`config.mk`:
```
export PLATFORM = sky130hd
export DESIGN_NAME = fetch_sequencer
export DESIGN_NICKNAME = d
export VERILOG_FILES = /design/src/rtl/fetch_sequencer.sv
export SDC_FILE = /design/constraint.sdc
export NUM_CORES = 1
export LEC_CHECK = 0
export BUFFER_PORTS_ARGS = -buffer_cell sky130_fd_sc_hd__buf_2
export CORE_ASPECT_RATIO = 2
export CORE_UTILIZATION = 51
export CTS_CLUSTER_DIAMETER = 80
export DETAILED_ROUTE_END_ITERATION = 7
export PLACE_DENSITY = 0.8
export SLEW_MARGIN = 15
export SYNTH_ARGS = -nofsm -noshare
export SYNTH_HDL_FRONTEND = slang
export SYNTH_SLANG_ARGS = --single-unit
```
`constraint.sdc`:
```
create_clock -name clock -period 2.5 [get_ports clock]
set_input_delay 0.125 -clock clock [delete_from_list [all_inputs] [get_ports clock]]
set_output_delay 0.125 -clock clock [all_outputs]
set_load 0.005 [all_outputs]
```
`src/rtl/fetch_sequencer.sv`:
```
// Instruction-fetch sequencer: owns the PC and registers each fetched word into a
// valid/ready stage for decode. Optional perf counters are enabled by FETCH_PERF_CNT_EN.
module fetch_sequencer #(
    parameter int                XLEN         = 64,
    parameter logic [XLEN-1:0]   RESET_VECTOR = '0,
    parameter logic [31:0]       NOP_INSTR    = 32'h0000_0013
) (
    input  logic            clock,
    input  logic            reset_n,
    output logic [XLEN-1:0] imem_addr,
    input  logic [31:0]     imem_rdata,
    input  logic            stall,
    input  logic            redirect_valid,
    input  logic [XLEN-1:0] redirect_target,
    output logic            out_valid,
    input  logic            out_ready,
    output logic [XLEN-1:0] out_pc,
    output logic [31:0]     out_instr,
    output logic            misalign_fault,
    output logic [XLEN-1:0] fault_addr,
    output logic [1:0]      dbg_state
`ifdef FETCH_PERF_CNT_EN
    ,
    output logic [63:0]     perf_fetched,
    output logic [63:0]     perf_stall_cycles
`endif
);

    typedef enum logic [1:0] {
        BOOT  = 2'd0,
        RUN   = 2'd1,
        FAULT = 2'd2
    } state_t;

    state_t          state_q, state_d;
    logic [XLEN-1:0] pc_q, pc_d;
    logic            out_valid_q, out_valid_d;
    logic [XLEN-1:0] out_pc_q, out_pc_d;
    logic [31:0]     out_instr_q, out_instr_d;
    logic            fault_q, fault_d;
    logic [XLEN-1:0] fault_addr_q, fault_addr_d;
    logic            cap;

    // Output handshake: a word transfers to decode on a cycle where out_valid and
    // out_ready are both high; while out_valid=1 and out_ready=0 the word and PC
    // are frozen. A new word is captured only when the slot is empty or draining.
    assign cap = (state_q == RUN) && !stall && (!out_valid_q || out_ready);

    always_comb begin
        state_d      = state_q;
        pc_d         = pc_q;
        out_valid_d  = out_valid_q;
        out_pc_d     = out_pc_q;
        out_instr_d  = out_instr_q;
        fault_d      = fault_q;
        fault_addr_d = fault_addr_q;

        if (redirect_valid) begin
            // Redirect flushes the held word even if decode is taking it this cycle.
            out_valid_d = 1'b0;
            out_instr_d = NOP_INSTR;
            if (redirect_target[1:0] == 2'b00) begin
                pc_d    = redirect_target;
                state_d = RUN;
                fault_d = 1'b0;
            end else begin
                fault_addr_d = redirect_target;
                fault_d      = 1'b1;
                state_d      = FAULT;
            end
        end else begin
            case (state_q)
                BOOT: state_d = RUN;
                RUN: begin
                    if (cap) begin
                        out_pc_d    = pc_q;
                        out_instr_d = imem_rdata;
                        out_valid_d = 1'b1;
                        pc_d        = pc_q + XLEN'(4);
                    end else if (out_valid_q && out_ready) begin
                        out_valid_d = 1'b0;
                        out_instr_d = NOP_INSTR;
                    end
                end
                default: begin
                    out_valid_d = 1'b0;
                end
            endcase
        end
    end

    always_ff @(posedge clock or negedge reset_n) begin
        if (!reset_n) begin
            state_q      <= BOOT;
            pc_q         <= RESET_VECTOR;
            out_valid_q  <= 1'b0;
            out_pc_q     <= '0;
            out_instr_q  <= NOP_INSTR;
            fault_q      <= 1'b0;
            fault_addr_q <= '0;
        end else begin
            state_q      <= state_d;
            pc_q         <= pc_d;
            out_valid_q  <= out_valid_d;
            out_pc_q     <= out_pc_d;
            out_instr_q  <= out_instr_d;
            fault_q      <= fault_d;
            fault_addr_q <= fault_addr_d;
        end
    end

    assign imem_addr      = pc_q;
    assign out_valid      = out_valid_q;
    assign out_pc         = out_pc_q;
    assign out_instr      = out_instr_q;
    assign misalign_fault = fault_q;
    assign fault_addr     = fault_addr_q;
    assign dbg_state      = state_q;

`ifdef FETCH_PERF_CNT_EN
    logic [63:0] perf_fetched_q, perf_fetched_d;
    logic [63:0] perf_stall_q, perf_stall_d;

    always_comb begin
        perf_fetched_d = perf_fetched_q;
        perf_stall_d   = perf_stall_q;
        if (cap && !redirect_valid)
            perf_fetched_d = perf_fetched_q + 64'd1;
        if ((state_q == RUN) && stall)
            perf_stall_d = perf_stall_q + 64'd1;
    end

    always_ff @(posedge clock or negedge reset_n) begin
        if (!reset_n) begin
            perf_fetched_q <= '0;
            perf_stall_q   <= '0;
        end else begin
            perf_fetched_q <= perf_fetched_d;
            perf_stall_q   <= perf_stall_d;
        end
    end

    assign perf_fetched      = perf_fetched_q;
    assign perf_stall_cycles = perf_stall_q;
`endif

endmodule

```
# After elaboration in Yosys (flattened, before gate mapping)
# Index checks and enable logic that the tools add are counted.
# classes
addsub,1
n_eq_ne,4
mux,16
bitwise_logic,2
n_reduce_logical,17
# ops
op,count
2-to-1 mux 64 bit,4
2-to-1 mux 32 bit,4
adder 64 x 3 -> 64 bit (second input constant),1
2-to-1 mux 2 bit,3
AND reduction 2 bit,3
AND reduction 3 bit,2
nonzero test 2 bit,3
zero test 2 bit,2
2-to-1 mux 1 bit,4
!= test 4 x 3 -> 1 bit (second input constant),1
logical AND 1 bit,3
nonzero test 3 bit,1
equality test 2 x 1 -> 1 bit (second input constant),1
zero test 1 bit,2
!= test 2 x 1 -> 1 bit (second input constant),1
!= test 2 bit (second input constant),1
NOT 1 bit,2
one-hot mux 1 bit (2 select lines),1
logical OR 1 bit,1
# word_totals
register_bits,228
input_bits,101
output_inout_bits,228
word_cells,47

# Logic depth before layout (Yosys ltp)
# depth
ltp_word,6
depth_mapped,8
ltp_nobuf,7

# Worst setup path before layout
# Ideal clock, no wire load.
# synth_timing
path_type,reg-to-reg
start,"register pc_q[2], in the netlist imem_addr[2]"
end,"register pc_q[54], in the netlist imem_addr[54]"
setup_ns,0.087
arrival_ns,2.132
t_required_ns,2.413
slack_ns,0.281
stages_incl_launch_ff,8
path_buffers,0
period_less_slack_ns,2.219
cell_sequence,dfrtp_1 ha_1 nand3_1 nor3_1 nand4bb_1 nor4_1 mux2_2 o211ai_1
# synth_between
elab_chain_cells,4
# synth_lines
item,line,rtl
"start, declared",36,"logic [XLEN-1:0] pc_q, pc_d;"
"start signal, assigned",103,pc_q <= pc_d;
adder 64 x 3 -> 64 bit,79,pc_d = pc_q + XLEN'(4);
2-to-1 mux 64 bit,75,if (cap) begin
2-to-1 mux 64 bit,72,case (state_q)
2-to-1 mux 64 bit,58,if (redirect_valid) begin
# Every way passes these cells. The select of a mux whose other input is x is not followed.
# A chain may end at the register's enable or synchronous reset.

# Worst setup path in the final report
# layout_timing
start,"register pc_q[3], in the netlist imem_addr[3]"
end,"register pc_q[61], in the netlist imem_addr[61]"
# Same word-level chain as after synthesis.

==> flow_summary_export.csv <==
group,metric,value,unit
die,rows,73,
timing,tightest_slew,744,ps
cts,root_buffer,"clkbuf_16",
outcome,status,"completed",
die,die_w,103,um
synthesis,async_reset_ff_share,100,%
route,wl_per_cell,21.3,um
placement,dp_hpwl,25.5,mm
cts,htreeDepth,1,
synthesis,ys_ff_latch,228,
cts,clock_sinks,228,
synthesis,synthCells,1067,
timing,whs,188,ps
global_routing,gr-total-overflow,0,
synthesis,synth.net_count,1169,
timing,period_share,96.7,%
hold_path,hp-class,"in -> async",
die,coreArea,19900,um^2
global_routing,grt_pass1_vias,10645,
cts,cts.clk_slew.worst_paths,70,ps
critical_path,cp_max_fo,8,
timing,period_minus_slack,2420,ps
synthesis,netlist_area,10400,um^2
critical_path,reg2reg_from,"imem_addr[3]",
critical_path,cp.arrival,2820,ps
synthesis,ys_warn_count,0,
finish,post-route-util,72.8,%
critical_path,r2r-end,"imem_addr[61]",
timing,slew_headroom,50.2,%
critical_path,reg2reg_setup_slack,80,ps
synthesis,yosys_most_used_dff,"dfrtp_1",
timing,skew,11.5,ps
cts,cts_tree,"built",
route,vias_per_cell,5.89,
placement,placement.cell_area,12700,um^2
cts,clk_latency,520,ps
run,cap_violations,0,
synthesis,yosysSeqAreaShare,54.9,%
power,clkPwrFrac,32.1,%
critical_path,crit_type,"reg -> reg",
placement,gp_congestion,0.981,
synthesis,synth_cell_types,62,
critical_path,crit_path_end_kind,"flop",
synthesis,synth_common_cells,"nand2_1 (261), dfrtp_1 (225), mux2_2 (63)",
die,die_h,204,um
power,power_frac_seq,44.1,%
power,p_leak,0.00717,uW
cts,cts_buffers,21,
finish,nets,1607,
synthesis,yosys-top-cells-area,"dfrtp_1 (54%), nand2_1 (9.4%), mux2_2 (6.8%), a22o_1 (2.7%), o21ai_0 (2.5%)",
placement,io_buffers,328,
power,comb_power_share,23.9,%
route,drtPass1Iterations,6,
finish,areaGrowthSynthToFinish,39.4,%
power,switching_power,3570,uW
finish,drive_gt1_share,33.5,%
route,drtIter0Drc,721,
die,start_util,52.2,%
synthesis,synth.most_common_cell,"nand2_1",
critical_path,cp.required,2900,ps
route,vias,10505,
critical_path,setup.worst_path.start_class,"flop",
synthesis,avgSynthCellArea,9.74,um^2
timing,setup_viol,0,
route,wl,38.0,mm
route,ant_nets,0,
timing,hold_violations,0,
cts,cts_setup_buffers,0,
route,drcViolationCount,0,
die,boundaryPins,329,
timing,slew_violations,0,
global_routing,grt_pass1_wl,56.5,mm
global_routing,grt_usage,36.2,%
die,dieArea,21000,um^2
power,intPower,7950,uW
synthesis,synth_top_area_share,54.2,%
power,power_density,795,nW/um^2
critical_path,worstRegToRegCells,6,
synthesis,synth_edf_count,0,
power,sw_frac_of_total,31.0,%
global_routing,antenna_found_initial,1,
finish,fin_area,14500,um^2
timing,clock.fmax,0.414,GHz
global_routing,grt_max_degree,84,
cts,clockBufferDepth,3,
power,ir_worst_vdd,0.728,mV
synthesis,yosysTopAreaCell,"dfrtp_1",
==> registers in the layout (all words and copies together) (netlist names) <==
signal / count
dbg_state: 2
fault_addr: 64
imem_addr: 64
misalign_fault: 1
out_instr: 32
out_pc: 64
out_valid: 1
==> metal layers <==
metal | up-vias | GRT usage (%) | part of all wire, %
met3 | 188 | 5.13 | 6.5
met1 | 5051 | 36.5 | 32
met5 | - | 0 | 0
met4 | 0 | 28.9 | 8.8
li1 | 4667 | - | -
met2 | 599 | 64.3 | 53
==> critical path, cell delays in order (launching register included) <==
cell and delay, ps:
dfrtp_1 470, nand3_2 170, or4_4 640, nor4_1 470, nand4_1 260, mux2i_1 200, nand3_1 80
==> cells by family (layout without fill, tap and decap cells) <==
group | after synthesis | count (layout) | share of synthesized area [%]
flops | 228 | 228 | 54.9
fa+ha+maj | 1 | 1 | 0.120
buf+inv | 86 | 539 | 3.30
mux | 72 | 72 | 7.69
simple gates | 484 | 484 | 21.6
other cells | 0 | 1 | 0
compound gates | 196 | 196 | 12.4
==> final cells by class <==
cell class	instances	area (um^2)
clock inverter	12	228
fill	1447	5420
tap	262	328
inverter	14	52.6
timing repair buffer	487	3190
multi-input combinational	753	4420
sequential	228	5710
clock buffer	26	564
antenna	1	2.50
==> per-stage QoR <==
step | setup TNS (ps) | setup WS (ps) | std cells | total power [uW]
detailed placement | 0 | 171 | 1644 | 7660
global route | -92.5 | -75.2 | 1783 | 12000
CTS | 0 | 164 | 1782 | 11500
global placement | 0 | 232 | 1644 | 7560
floorplan | 0 | 281 | 1067 | 6080
finish | 0 | 83.0 | 1783 | 11500
==> power groups by stage <==
stage	Combinational [uW]	Sequential, uW	Clock (uW)
after floorplan	1010	5070	0
after global placement	2510	5050	0
after detailed placement	2560	5090	0
after CTS	2700	5030	3740
after global routing	2990	5150	3880
final	2750	5070	3700
==> worst max-delay path by stage <==
stage	start	endpoint	cells after the start
after floorplan	imem_addr[2]	imem_addr[54]	7
after global routing	imem_addr[3]	imem_addr[37]	7
after global placement	imem_addr[3]	imem_addr[45]	6
after CTS	imem_addr[3]	imem_addr[45]	6
after detailed placement	imem_addr[3]	imem_addr[45]	6
final	imem_addr[3]	imem_addr[61]	6
==> layout by cell type, fill, tap and decap left out, types with 4 or more instances in the layout <==
cell type,n
mux2i_1,9
clkbuf_16,21
or3_1,9
nor4_2,5
a21oi_1,49
nand2_1,261
a21o_1,5
dfrtp_1,225
nor2_1,48
and2_1,5
o22a_1,4
mux2_2,63
inv_1,14
buf_4,53
or4_1,6
and4_1,8
a22o_1,32
nor4_1,6
a22oi_1,7
o21ai_0,51
dlygate4sd3_1,100
bufinv_16,6
buf_2,326
o21a_1,4
o22ai_1,5
and3_1,15
nor2b_1,4
nand4_1,30
nor3_1,26
nand3_1,45
buf_12,7
o211ai_1,8
==> timing repair <==
| item | in CTS | in global routing |
|---|---|---|
| hold buffers | 100 | 0 |
| gates resized for setup | 0 | 4 |
| endpoints found under the hold margin | 221 | 0 |
| setup endpoints to repair | 0 | 4 |
(Power assumes the default switching activity.)
